`src/rtl/common_pkg.sv`:
```
// Helpers shared by the stream blocks: effective byte count of a beat and
// integer ceiling division.
package common_pkg;

  function automatic int eff_byts(input logic eop, input int mod, input int byts);
    return (eop && mod != 0) ? mod : byts;
  endfunction

  function automatic int ceil_div(input int a, input int b);
    return (a + b - 1) / b;
  endfunction

endpackage

```
`src/rtl/if_axi_stream.sv`:
```
// Packet-framed valid/ready stream: sop/eop framing, mod = valid bytes on
// the eop beat (0 means full word), sticky err and sideband ctl.
interface if_axi_stream #(
  parameter int DAT_BYTS = 8,
  parameter int CTL_BITS = 8
);
  localparam int MOD_BITS = (DAT_BYTS > 1) ? $clog2(DAT_BYTS) : 1;

  logic                  val;
  logic                  rdy;
  logic                  sop;
  logic                  eop;
  logic                  err;
  logic [DAT_BYTS*8-1:0] dat;
  logic [MOD_BITS-1:0]   mod;
  logic [CTL_BITS-1:0]   ctl;

  modport source (output val, sop, eop, err, dat, mod, ctl, input rdy);
  modport sink   (input val, sop, eop, err, dat, mod, ctl, output rdy);
endinterface

```
`src/rtl/axi_stream_reg.sv`:
```
// One-deep registered stream slice: loads when empty or draining, holds all
// fields stable while the consumer stalls.
module axi_stream_reg #(
  parameter int DAT_BYTS = 8,
  parameter int CTL_BITS = 8,
  parameter int MOD_BITS = (DAT_BYTS > 1) ? $clog2(DAT_BYTS) : 1
) (
  input  logic                  i_clk,
  input  logic                  i_rst,
  input  logic                  in_val,
  input  logic                  in_sop,
  input  logic                  in_eop,
  input  logic                  in_err,
  input  logic [DAT_BYTS*8-1:0] in_dat,
  input  logic [MOD_BITS-1:0]   in_mod,
  input  logic [CTL_BITS-1:0]   in_ctl,
  output logic                  in_rdy,
  output logic                  out_val,
  output logic                  out_sop,
  output logic                  out_eop,
  output logic                  out_err,
  output logic [DAT_BYTS*8-1:0] out_dat,
  output logic [MOD_BITS-1:0]   out_mod,
  output logic [CTL_BITS-1:0]   out_ctl,
  input  logic                  out_rdy
);

  assign in_rdy = !out_val || out_rdy;

  // output register stage
  always_ff @(posedge i_clk) begin
    if (!i_rst) begin
      out_val <= 1'b0;
      out_sop <= 1'b0;
      out_eop <= 1'b0;
      out_err <= 1'b0;
      out_dat <= '0;
      out_mod <= '0;
      out_ctl <= '0;
    end else if (in_val && in_rdy) begin
      out_val <= 1'b1;
      out_sop <= in_sop;
      out_eop <= in_eop;
      out_err <= in_err;
      out_dat <= in_dat;
      out_mod <= in_mod;
      out_ctl <= in_ctl;
    end else if (out_rdy) begin
      out_val <= 1'b0;
    end
  end

endmodule

```
`src/rtl/axi_stream_width_conv.sv`:
```
// Packet-aware stream gearbox: packs narrow beats into wide words (up) or
// splits wide beats into narrow ones (down), little-endian byte lanes.
module axi_stream_width_conv
  import common_pkg::*;
#(
  parameter int IN_BYTS  = 8,
  parameter int OUT_BYTS = 64,
  parameter int CTL_BITS = 8
) (
  input  logic          i_clk,
  input  logic          i_rst,
  if_axi_stream.sink    i_axi,
  if_axi_stream.source  o_axi
);

  localparam int RATIO     = (OUT_BYTS > IN_BYTS) ? OUT_BYTS / IN_BYTS : IN_BYTS / OUT_BYTS;
  localparam bit UP        = OUT_BYTS > IN_BYTS;
  localparam int CNT_W     = (RATIO > 1) ? $clog2(RATIO) : 1;
  localparam int OUT_MOD_W = (OUT_BYTS > 1) ? $clog2(OUT_BYTS) : 1;

  // Input ready stays low through reset and for the edge that releases it.
  logic rdy_en_p0;

  always_ff @(posedge i_clk) begin
    if (!i_rst) rdy_en_p0 <= 1'b0;
    else        rdy_en_p0 <= 1'b1;
  end

  if (IN_BYTS == OUT_BYTS) begin : g_pass
    logic slc_rdy;

    assign i_axi.rdy = rdy_en_p0 && slc_rdy;

    axi_stream_reg #(.DAT_BYTS(OUT_BYTS), .CTL_BITS(CTL_BITS), .MOD_BITS(OUT_MOD_W)) u_reg (
      .i_clk(i_clk), .i_rst(i_rst),
      .in_val(i_axi.val && rdy_en_p0), .in_sop(i_axi.sop), .in_eop(i_axi.eop),
      .in_err(i_axi.err), .in_dat(i_axi.dat), .in_mod(i_axi.mod), .in_ctl(i_axi.ctl),
      .in_rdy(slc_rdy),
      .out_val(o_axi.val), .out_sop(o_axi.sop), .out_eop(o_axi.eop), .out_err(o_axi.err),
      .out_dat(o_axi.dat), .out_mod(o_axi.mod), .out_ctl(o_axi.ctl), .out_rdy(o_axi.rdy)
    );

  end else if (UP) begin : g_up
    logic [CNT_W-1:0]      cnt_p0;
    logic [OUT_BYTS*8-1:0] acc_p0;
    logic                  sop_acc_p0;
    logic                  err_acc_p0;
    logic [CTL_BITS-1:0]   ctl_acc_p0;
    logic [OUT_BYTS*8-1:0] word;
    logic                  w_sop;
    logic                  w_err;
    logic [CTL_BITS-1:0]   w_ctl;
    logic [OUT_MOD_W-1:0]  w_mod;
    logic                  last_beat;
    logic                  close;
    logic                  acc_en;
    logic                  slc_rdy;

    assign last_beat = (cnt_p0 == CNT_W'(RATIO - 1));
    assign close     = last_beat || i_axi.eop;
    // Beats that only fill the accumulator need no room downstream.
    assign i_axi.rdy = rdy_en_p0 && (slc_rdy || !close);
    assign acc_en    = i_axi.val && i_axi.rdy;

    always_comb begin
      word = acc_p0;
      word[int'(cnt_p0)*IN_BYTS*8 +: IN_BYTS*8] = i_axi.dat;
      w_sop = (cnt_p0 == '0) ? i_axi.sop : sop_acc_p0;
      w_ctl = (cnt_p0 == '0) ? i_axi.ctl : ctl_acc_p0;
      w_err = err_acc_p0 | i_axi.err;
      w_mod = OUT_MOD_W'((int'(cnt_p0) * IN_BYTS +
                          eff_byts(i_axi.eop, int'(i_axi.mod), IN_BYTS)) % OUT_BYTS);
    end

    // accumulator stage; err stays sticky until the packet's eop word
    always_ff @(posedge i_clk) begin
      if (!i_rst) begin
        cnt_p0     <= '0;
        acc_p0     <= '0;
        sop_acc_p0 <= 1'b0;
        err_acc_p0 <= 1'b0;
        ctl_acc_p0 <= '0;
      end else if (acc_en) begin
        if (close) begin
          cnt_p0     <= '0;
          acc_p0     <= '0;
          sop_acc_p0 <= 1'b0;
          err_acc_p0 <= i_axi.eop ? 1'b0 : w_err;
        end else begin
          cnt_p0     <= cnt_p0 + CNT_W'(1);
          acc_p0     <= word;
          sop_acc_p0 <= w_sop;
          err_acc_p0 <= w_err;
          ctl_acc_p0 <= w_ctl;
        end
      end
    end

    axi_stream_reg #(.DAT_BYTS(OUT_BYTS), .CTL_BITS(CTL_BITS), .MOD_BITS(OUT_MOD_W)) u_reg (
      .i_clk(i_clk), .i_rst(i_rst),
      .in_val(acc_en && close), .in_sop(w_sop), .in_eop(i_axi.eop),
      .in_err(w_err), .in_dat(word), .in_mod(w_mod), .in_ctl(w_ctl),
      .in_rdy(slc_rdy),
      .out_val(o_axi.val), .out_sop(o_axi.sop), .out_eop(o_axi.eop), .out_err(o_axi.err),
      .out_dat(o_axi.dat), .out_mod(o_axi.mod), .out_ctl(o_axi.ctl), .out_rdy(o_axi.rdy)
    );

  end else begin : g_down
    localparam int IN_MOD_W = (IN_BYTS > 1) ? $clog2(IN_BYTS) : 1;

    logic [IN_BYTS*8-1:0] hold_dat_p0;
    logic [IN_MOD_W-1:0]  hold_mod_p0;
    logic                 hold_sop_p0;
    logic                 hold_eop_p0;
    logic                 hold_err_p0;
    logic [CTL_BITS-1:0]  hold_ctl_p0;
    logic                 full_p0;
    logic                 err_pend_p0;
    logic [CNT_W-1:0]     idx_p0;
    int                   eff;
    int                   last_idx;
    logic                 at_last;
    logic                 o_hs;
    logic                 i_acc;

    always_comb begin
      eff      = eff_byts(hold_eop_p0, int'(hold_mod_p0), IN_BYTS);
      last_idx = hold_eop_p0 ? ceil_div(eff, OUT_BYTS) - 1 : RATIO - 1;
    end

    assign at_last   = (int'(idx_p0) == last_idx);
    assign o_hs      = o_axi.val && o_axi.rdy;
    assign i_axi.rdy = rdy_en_p0 && (!full_p0 || (o_hs && at_last));
    assign i_acc     = i_axi.val && i_axi.rdy;

    assign o_axi.val = full_p0;
    assign o_axi.dat = hold_dat_p0[int'(idx_p0)*OUT_BYTS*8 +: OUT_BYTS*8];
    assign o_axi.sop = hold_sop_p0 && (idx_p0 == '0);
    assign o_axi.eop = hold_eop_p0 && at_last;
    assign o_axi.mod = (hold_eop_p0 && at_last) ? OUT_MOD_W'(eff % OUT_BYTS) : '0;
    assign o_axi.err = hold_err_p0 && at_last;
    assign o_axi.ctl = hold_ctl_p0;

    // hold stage; errors on earlier beats ride along to the eop beat's hold
    always_ff @(posedge i_clk) begin
      if (!i_rst) begin
        hold_dat_p0 <= '0;
        hold_mod_p0 <= '0;
        hold_sop_p0 <= 1'b0;
        hold_eop_p0 <= 1'b0;
        hold_err_p0 <= 1'b0;
        hold_ctl_p0 <= '0;
        full_p0     <= 1'b0;
        err_pend_p0 <= 1'b0;
        idx_p0      <= '0;
      end else begin
        if (o_hs) idx_p0 <= at_last ? '0 : idx_p0 + CNT_W'(1);
        if (i_acc) begin
          hold_dat_p0 <= i_axi.dat;
          hold_mod_p0 <= i_axi.mod;
          hold_sop_p0 <= i_axi.sop;
          hold_eop_p0 <= i_axi.eop;
          hold_err_p0 <= i_axi.eop && (i_axi.err || err_pend_p0);
          hold_ctl_p0 <= i_axi.ctl;
          err_pend_p0 <= !i_axi.eop && (i_axi.err || err_pend_p0);
          full_p0     <= 1'b1;
        end else if (o_hs && at_last) begin
          full_p0 <= 1'b0;
        end
      end
    end
  end

endmodule

```
`src/flat_wrapper.sv`:
```
// flat-port wrapper written by rule: the top's interface ports become plain ports
module axi_stream_width_conv_flat import common_pkg::*;
#(
  parameter int IN_BYTS  = 8,
  parameter int OUT_BYTS = 64,
  parameter int CTL_BITS = 8
)
  (i_clk, i_rst, i_axi_val, i_axi_sop, i_axi_eop, i_axi_err, i_axi_dat, i_axi_mod, i_axi_ctl, i_axi_rdy, o_axi_val, o_axi_sop, o_axi_eop, o_axi_err, o_axi_dat, o_axi_mod, o_axi_ctl, o_axi_rdy);
  if_axi_stream #(.DAT_BYTS(8), .CTL_BITS(CTL_BITS)) i_axi_i ();
  if_axi_stream #(.DAT_BYTS(64), .CTL_BITS(CTL_BITS)) o_axi_i ();
  input  logic i_clk;
  input  logic i_rst;
  input wire logic [$bits(i_axi_i.val)-1:0] i_axi_val;
  input wire logic [$bits(i_axi_i.sop)-1:0] i_axi_sop;
  input wire logic [$bits(i_axi_i.eop)-1:0] i_axi_eop;
  input wire logic [$bits(i_axi_i.err)-1:0] i_axi_err;
  input wire logic [$bits(i_axi_i.dat)-1:0] i_axi_dat;
  input wire logic [$bits(i_axi_i.mod)-1:0] i_axi_mod;
  input wire logic [$bits(i_axi_i.ctl)-1:0] i_axi_ctl;
  output wire logic [$bits(i_axi_i.rdy)-1:0] i_axi_rdy;
  output wire logic [$bits(o_axi_i.val)-1:0] o_axi_val;
  output wire logic [$bits(o_axi_i.sop)-1:0] o_axi_sop;
  output wire logic [$bits(o_axi_i.eop)-1:0] o_axi_eop;
  output wire logic [$bits(o_axi_i.err)-1:0] o_axi_err;
  output wire logic [$bits(o_axi_i.dat)-1:0] o_axi_dat;
  output wire logic [$bits(o_axi_i.mod)-1:0] o_axi_mod;
  output wire logic [$bits(o_axi_i.ctl)-1:0] o_axi_ctl;
  input wire logic [$bits(o_axi_i.rdy)-1:0] o_axi_rdy;
  assign i_axi_i.val = i_axi_val;
  assign i_axi_i.sop = i_axi_sop;
  assign i_axi_i.eop = i_axi_eop;
  assign i_axi_i.err = i_axi_err;
  assign i_axi_i.dat = i_axi_dat;
  assign i_axi_i.mod = i_axi_mod;
  assign i_axi_i.ctl = i_axi_ctl;
  assign i_axi_rdy = i_axi_i.rdy;
  assign o_axi_val = o_axi_i.val;
  assign o_axi_sop = o_axi_i.sop;
  assign o_axi_eop = o_axi_i.eop;
  assign o_axi_err = o_axi_i.err;
  assign o_axi_dat = o_axi_i.dat;
  assign o_axi_mod = o_axi_i.mod;
  assign o_axi_ctl = o_axi_i.ctl;
  assign o_axi_i.rdy = o_axi_rdy;
  axi_stream_width_conv #(.IN_BYTS(IN_BYTS), .OUT_BYTS(OUT_BYTS), .CTL_BITS(CTL_BITS)) u_core (.i_clk(i_clk), .i_rst(i_rst), .i_axi(i_axi_i), .o_axi(o_axi_i));
endmodule
```
`config.mk`:
```
export PLATFORM = sky130hd
export DESIGN_NAME = axi_stream_width_conv_flat
export DESIGN_NICKNAME = d
export VERILOG_FILES = /design/src/rtl/common_pkg.sv /design/src/rtl/if_axi_stream.sv /design/src/rtl/axi_stream_reg.sv /design/src/rtl/axi_stream_width_conv.sv /design/src/flat_wrapper.sv
export SDC_FILE = /design/constraint.sdc
export NUM_CORES = 2
export LEC_CHECK = 0
export CELL_PAD_IN_SITES_DETAIL_PLACEMENT = 1
export CELL_PAD_IN_SITES_GLOBAL_PLACEMENT = 2
export CORE_MARGIN = 4
export CORE_UTILIZATION = 36
export CTS_CLUSTER_DIAMETER = 80
export DETAILED_ROUTE_END_ITERATION = 8
export GPL_ROUTABILITY_DRIVEN = 0
export PLACE_DENSITY = 0.91
export SLEW_MARGIN = 20
export SYNTH_ARGS = -nofsm -noshare
export SYNTH_HDL_FRONTEND = slang
export SYNTH_SLANG_ARGS = --single-unit
```
`constraint.sdc`:
```
create_clock -name i_clk -period 4.7 [get_ports i_clk]
set_input_delay 0.47 -clock i_clk [delete_from_list [all_inputs] [get_ports i_clk]]
set_output_delay 0.47 -clock i_clk [all_outputs]
set_load 0.01 [all_outputs]
```
-- After elaboration in Yosys (flattened, before gate mapping)
Cells that the tools add are included.
- flip-flop bits (word level): 1056
- output and inout bits: 531
- word-level logic and storage cells: 47
- add/subtract/negate cells: 3
- eq/ne operators: 1
- shift-type cells: 2
- mux-type cells: 12
- bitwise operators: 2
- reduce and logical (&&, ||, !) cells: 14
- operators by type and width (operator ; number):
    512-bit bitwise mux ; 1
    512-bit 2-to-1 mux ; 1
    64-bit by 33-bit variable shift with 512-bit output (first input constant) ; 1
    64-bit by 33-bit indexed part select with 512-bit output ; 1
    9-bit negation with 33-bit output ; 1
    8-bit 2-to-1 mux ; 1
    1-bit 2-to-1 mux ; 7
    6-bit adder ; 1
    1-bit logical AND ; 5
    4-bit 2-to-1 mux ; 1
    3-bit by 1-bit adder with 3-bit output (second input constant) ; 1
    3-bit equality test (second input constant) ; 1
    3-bit logical NOT ; 1
    1-bit logical OR ; 3
    3-bit 2-to-1 mux ; 1
    3-bit nonzero test ; 1
    1-bit logical NOT ; 2
    2-bit AND reduction ; 1
    2-bit nonzero test ; 1
    1-bit inverter ; 1
    1-bit bitwise OR ; 1

-- Logic depth before layout (Yosys ltp)
- word-level depth: 9
- mapped depth: 11
- gate-level depth less buffers: 7

-- Hierarchy
A second synthesis with hierarchy kept.
- cell total of the unflattened synthesis: 5033
- area, all modules: 45388.5 um2
- modules (own cells, without submodules) (module ; instances ; cells each ; area each (um2) ; sequential area each (um2)):
    axi_stream_width_conv ; 1 ; 2735 ; 23851.6 ; 10530.1
    axi_stream_reg ; 1 ; 2298 ; 21536.9 ; 10610.2

-- Worst setup path after synthesis
No wires, ideal clock.
- path kind: register to register
- from: register u_core.g_up.cnt_p0[0]
- to: register u_core.g_up.u_reg.out_dat[407]
- library setup time: 0.138 ns
- arrival: 2.457 ns
- path slack: 2.106 ns
- stages on the path, launching flop included: 11
- buffers on the path: 4
- period minus slack after synthesis: 2.594 ns
- cells stage by stage: dfxtp_1 > buf_2 > inv_1 > ha_1 > ha_1 > nor2_1 > nor4bb_1 > buf_2 > buf_2 > clkbuf_1 > a211oi_1
- word-level cells in the longest chain between the ends: 8
- elaborated cells between the ends (all ways): 12
- ends and longest elaborated chain (element ; line ; RTL):
    start, declared ; axi_stream_width_conv.sv:44 ; logic [CNT_W-1:0] cnt_p0;
    start signal, assigned ; axi_stream_width_conv.sv:90 ; cnt_p0 <= cnt_p0 + CNT_W'(1);
    parallel branches: the longest is 8 deep, another holds 9-bit negation with 33-bit output ; - ;
    end signal, assigned ; axi_stream_reg.sv:45 ; out_dat <= in_dat;
    end, declared ; axi_stream_reg.sv:22 ; output logic [DAT_BYTS*8-1:0] out_dat,
Parallel ways; which one is timed is not known.
A chain may end at the register's enable or synchronous reset.

-- Worst setup path after layout
- from: register u_core.g_up.cnt_p0[0]
- to: register u_core.g_up.acc_p0[36]
- word-level cells in the longest chain between the ends: 6
- elaborated cells between the ends (all ways): 11
- ends and longest elaborated chain (element ; line ; RTL):
    parallel branches: the longest is 6 deep, another holds 9-bit negation with 33-bit output ; - ;
    end signal, assigned ; axi_stream_width_conv.sv:91 ; acc_p0 <= word;
    end, declared ; axi_stream_width_conv.sv:45 ; logic [OUT_BYTS*8-1:0] acc_p0;
Parallel ways; which one is timed is not known.

==> impl_results.md <==
* Initial antenna violation count at 4
* Top FF cell, synth: dfxtp_1
* Die Ht at 341 um
* Setup Viol. Count Final at 0
* WL per Instance at 26.0 um
* ANT nets after route at 0
* Top post-synthesis cells by area: dfxtp_1 53%, a32o_1 9.7%, o21ai_0 7.0%
* CTS buffer count at 114
* Cell Rows at 121
* CP Launch Type: register
* Yosys reg bits at 1,056
* Worst endpoint data arrival time at 4000 ps
* Vias in the first global route at 35,400
* Post-synth ARST share at 0
* Dpl hpwl at 95,300 um
* Power, Total at 20,600 uW
* P_leak at approximately 0.017 uW
* Die Area at 116,000 sq um
* Top delay family on crit path: compound AO/OA/AOI/OAI gates
* Kind of critical path: register to register
* Maxcap violations at 0
* Crit Reg-Reg Startpoint: u_core.g_up.cnt_p0[0]$_SDFFE_PN0N_
* Setup TNS at 0 ps
* Reg2Reg Setup Slack at 1330 ps
* Synth cell types at 43
* Final Hold Vio Count at 0
* Outcome: finished, final reports clean
* I/O pins at ~610
* Share of cells above drive strength 1 at 0.0653
* Worst setup EP type: register
* Layout fillers at about 12,000
* CTS root buf: clkbuf_16
* Worst path buffer plus inverter count at 2
* Post-Place Cells at between 5,000 and 6,000
* Clk sinks at roughly 1,100
* Worst Setup EP: u_core.g_up.acc_p0[36]$_SDFFE_PN0N_
* Reg2reg path depth at 8
* Final instance count without filler cells at 5,886
* Tmin final at approximately 3400 ps
* Clock-pin slew on the worst setup and hold paths at about 60 ps
* YS warnings at 0
* Mean post-synth cell area at 9.93 sq um
* CP max stage cell: a21oi_4
* Drt drc at 0
* Die X at 341 um
* Area grow syn2layout at 26.4%
* Syn nets at 4,108
* Core area at 109,000 sq um
* Maximum vdd drop at 297 uV
* GRT Total Usage at 0.251
* Synth area leader: dfxtp_1
* Critical Path Max Stage Delay at 900 ps
* Antenna Cells at 0
* Max_slew headroom at 0.221
* CTS tree: yes
* Post-layout nets at 4,403
* Largest net degree at the start of global routing at around 220
* CP required at 5330 ps
* Cell Chain, Critical Path: buf_4 > ha_1 > ha_1 > nand4bb_1 > a21oi_4 > buf_4 > o21ai_0 > a21oi_1
* I/O Buffers at 612
* Final Max Tran Viols at 0
* Post-CTS Setup Bufs at 0
* Peak Freq at between 200 and 300 MHz
* Final period utilization at 0.717
* CP startpoint: u_core.g_up.cnt_p0[0]$_SDFFE_PN0N_
* Starting Density at 0.365
* Post-synth EDFFs at 0
* Reg area at 21,100 sq um
* WP depth at 8
* Min Hold Slack at 141 ps
* First-pass iteration count of the detailed router at 5
* RSZ-0062 raised after global routing: false
* DR vias/cell at 5.95
* Worst hold path class: primary input to register
* Yosys top cell area share at 0.529
* CTS resizes at 0
* Number of hold buffers added after cts at 0
* Syn Std Cell Area at 39,900 sq um
* Total Wirelength at 153,000 um
* H-tree levels at 3
* Footprint of the multi-input gates at 16,600 sq um
* Reg-to-reg endpoint: u_core.g_up.acc_p0[36]$_SDFFE_PN0N_
* Via count at about 35,000
* First-pass GRT wire length at 229,000 um
* Iteration-0 DRC Markers at 2,662
* Worst Max-Slew Pin Slew at 1170 ps
* Grt total ovfl at 0
* CTS Buffer Depth at 3
* PD cells at ~410 nW/um^2
* Cells after synthesis at roughly 4,000
* CP Max Fanout at 43
* Sequential share of the synthesized area at 0.529
* Skew final at ~25 ps
* Clk_lat worst skew at approximately 730 ps
[synth_stat cells, types with 2 or more instances]
library cell and count:
a211oi_1 197, a21oi_1 518, a21oi_4 5, a22o_1 77, a22oi_1 2, a32o_1 386, and2_1 22, and3_1 18
and4bb_2 3, buf_1 16, buf_2 139, buf_4 6, buf_6 26, clkbuf_1 319, dfxtp_1 1056, ha_1 7
inv_1 3, inv_2 2, mux2i_1 271, nand2_1 134, nand2b_1 4, nand3_1 12, nor2_1 22, nor2b_1 3
nor3_1 188, nor4b_2 3, o21ai_0 562, o22ai_4 3
[cells in the final DEF, fill, tap and decap left out, types with 7 or more instances in the layout]
master	n
a211oi_1	197
a21oi_1	517
a22o_1	77
a32o_1	386
and2_1	15
and2_4	7
and3_1	17
buf_12	21
buf_4	52
bufinv_16	12
clkbuf_1	34
clkbuf_16	115
clkbuf_8	23
clkdlybuf4s50_1	611
clkinv_2	16
dfxtp_1	1056
ha_1	7
mux2i_1	271
nand2_1	133
nand3_1	12
nor2_1	21
nor3_1	188
o21ai_0	562
[through the flow]
stage               setup WS [ps]  area, sq um  utilization
floorplan                    2110        39900            -
global placement             1420        46500        0.425
detailed placement           1370        46500        0.425
CTS                          1300        50500        0.461
global route                 1210        50500        0.461
finish                       1330        50500        0.461
[worst min path at each step]
stage                                        start                                          to  slack [ps]  depth (start not counted)
2_1_floorplan  u_core.g_up.acc_p0[14]$_SDFFE_PN0N_  u_core.g_up.u_reg.out_dat[14]$_SDFFE_PN0P_         430                          2
3_3_place_gp   u_core.g_up.acc_p0[22]$_SDFFE_PN0N_  u_core.g_up.u_reg.out_dat[22]$_SDFFE_PN0P_         430                          2
3_5_place_dp   u_core.g_up.acc_p0[47]$_SDFFE_PN0N_  u_core.g_up.u_reg.out_dat[47]$_SDFFE_PN0P_         440                          2
4_1_cts                                      i_rst                    u_core.rdy_en_p0$_DFF_P_          80                          1
5_1_grt                                      i_rst                    u_core.rdy_en_p0$_DFF_P_         110                          1
6_report                                     i_rst                    u_core.rdy_en_p0$_DFF_P_         140                          1
[layout make-up]
| type | count | share of cell area |
|---|---|---|
| Multi-Input combinational cell | 2452 | 0.329 |
| Clock inverter | 40 | 0.0121 |
| Timing Repair Buffer | 685 | 0.138 |
| Sequential cell | 1056 | 0.419 |
| Inverter | 5 | 0.000421 |
| Tap cell | 1476 | 0.0366 |
| Clock buffer | 172 | 0.0658 |
[power by group]
part           switching, uW  internal (uW)  leakage (uW)
clock                   3870           5560       0.00193
combinational           1130            667       0.00659
sequential               160           9190       0.00857
[flip-flops by register name, summed over array words and instances, names as in the netlist]
register                   cells
u_core.g_up.acc_p0           512
u_core.g_up.u_reg.out_dat    512
u_core.g_up.ctl_acc_p0         8
u_core.g_up.u_reg.out_ctl      8
u_core.g_up.u_reg.out_mod      6
u_core.g_up.cnt_p0             3
u_core.g_up.err_acc_p0         1
u_core.g_up.sop_acc_p0         1
u_core.g_up.u_reg.out_eop      1
u_core.g_up.u_reg.out_err      1
u_core.g_up.u_reg.out_sop      1
u_core.g_up.u_reg.out_val      1
u_core.rdy_en_p0               1
[per-layer routing]
| layer | share of wire | up-vias | GRT usage |
|---|---|---|---|
| met2 | 0.47 | 1063 | 0.409 |
| met1 | 0.44 | 18000 | 0.335 |
| met5 | 0.000046 | - | 0 |
| met3 | 0.062 | 236 | 0.0464 |
| met4 | 0.036 | 2 | 0.0900 |
| li1 | - | 15700 | - |
[logic make-up (layout without fill, tap and decap cells)]
| group | count (synthesis) | count (layout) | synth area share |
|---|---|---|---|
| AO/OA/AOI/OAI | 1754 | 1754 | 0.291 |
| XOR/XNOR | 1 | 1 | 0.000219 |
| adder cells (fa/ha/maj) | 7 | 7 | 0.00219 |
| buffers and inverters | 511 | 902 | 0.0578 |
| flip-flops | 1056 | 1056 | 0.529 |
| multiplexers | 271 | 271 | 0.0679 |
| AND/OR/NAND/NOR | 419 | 419 | 0.0515 |
(Power assumes the default switching activity.)
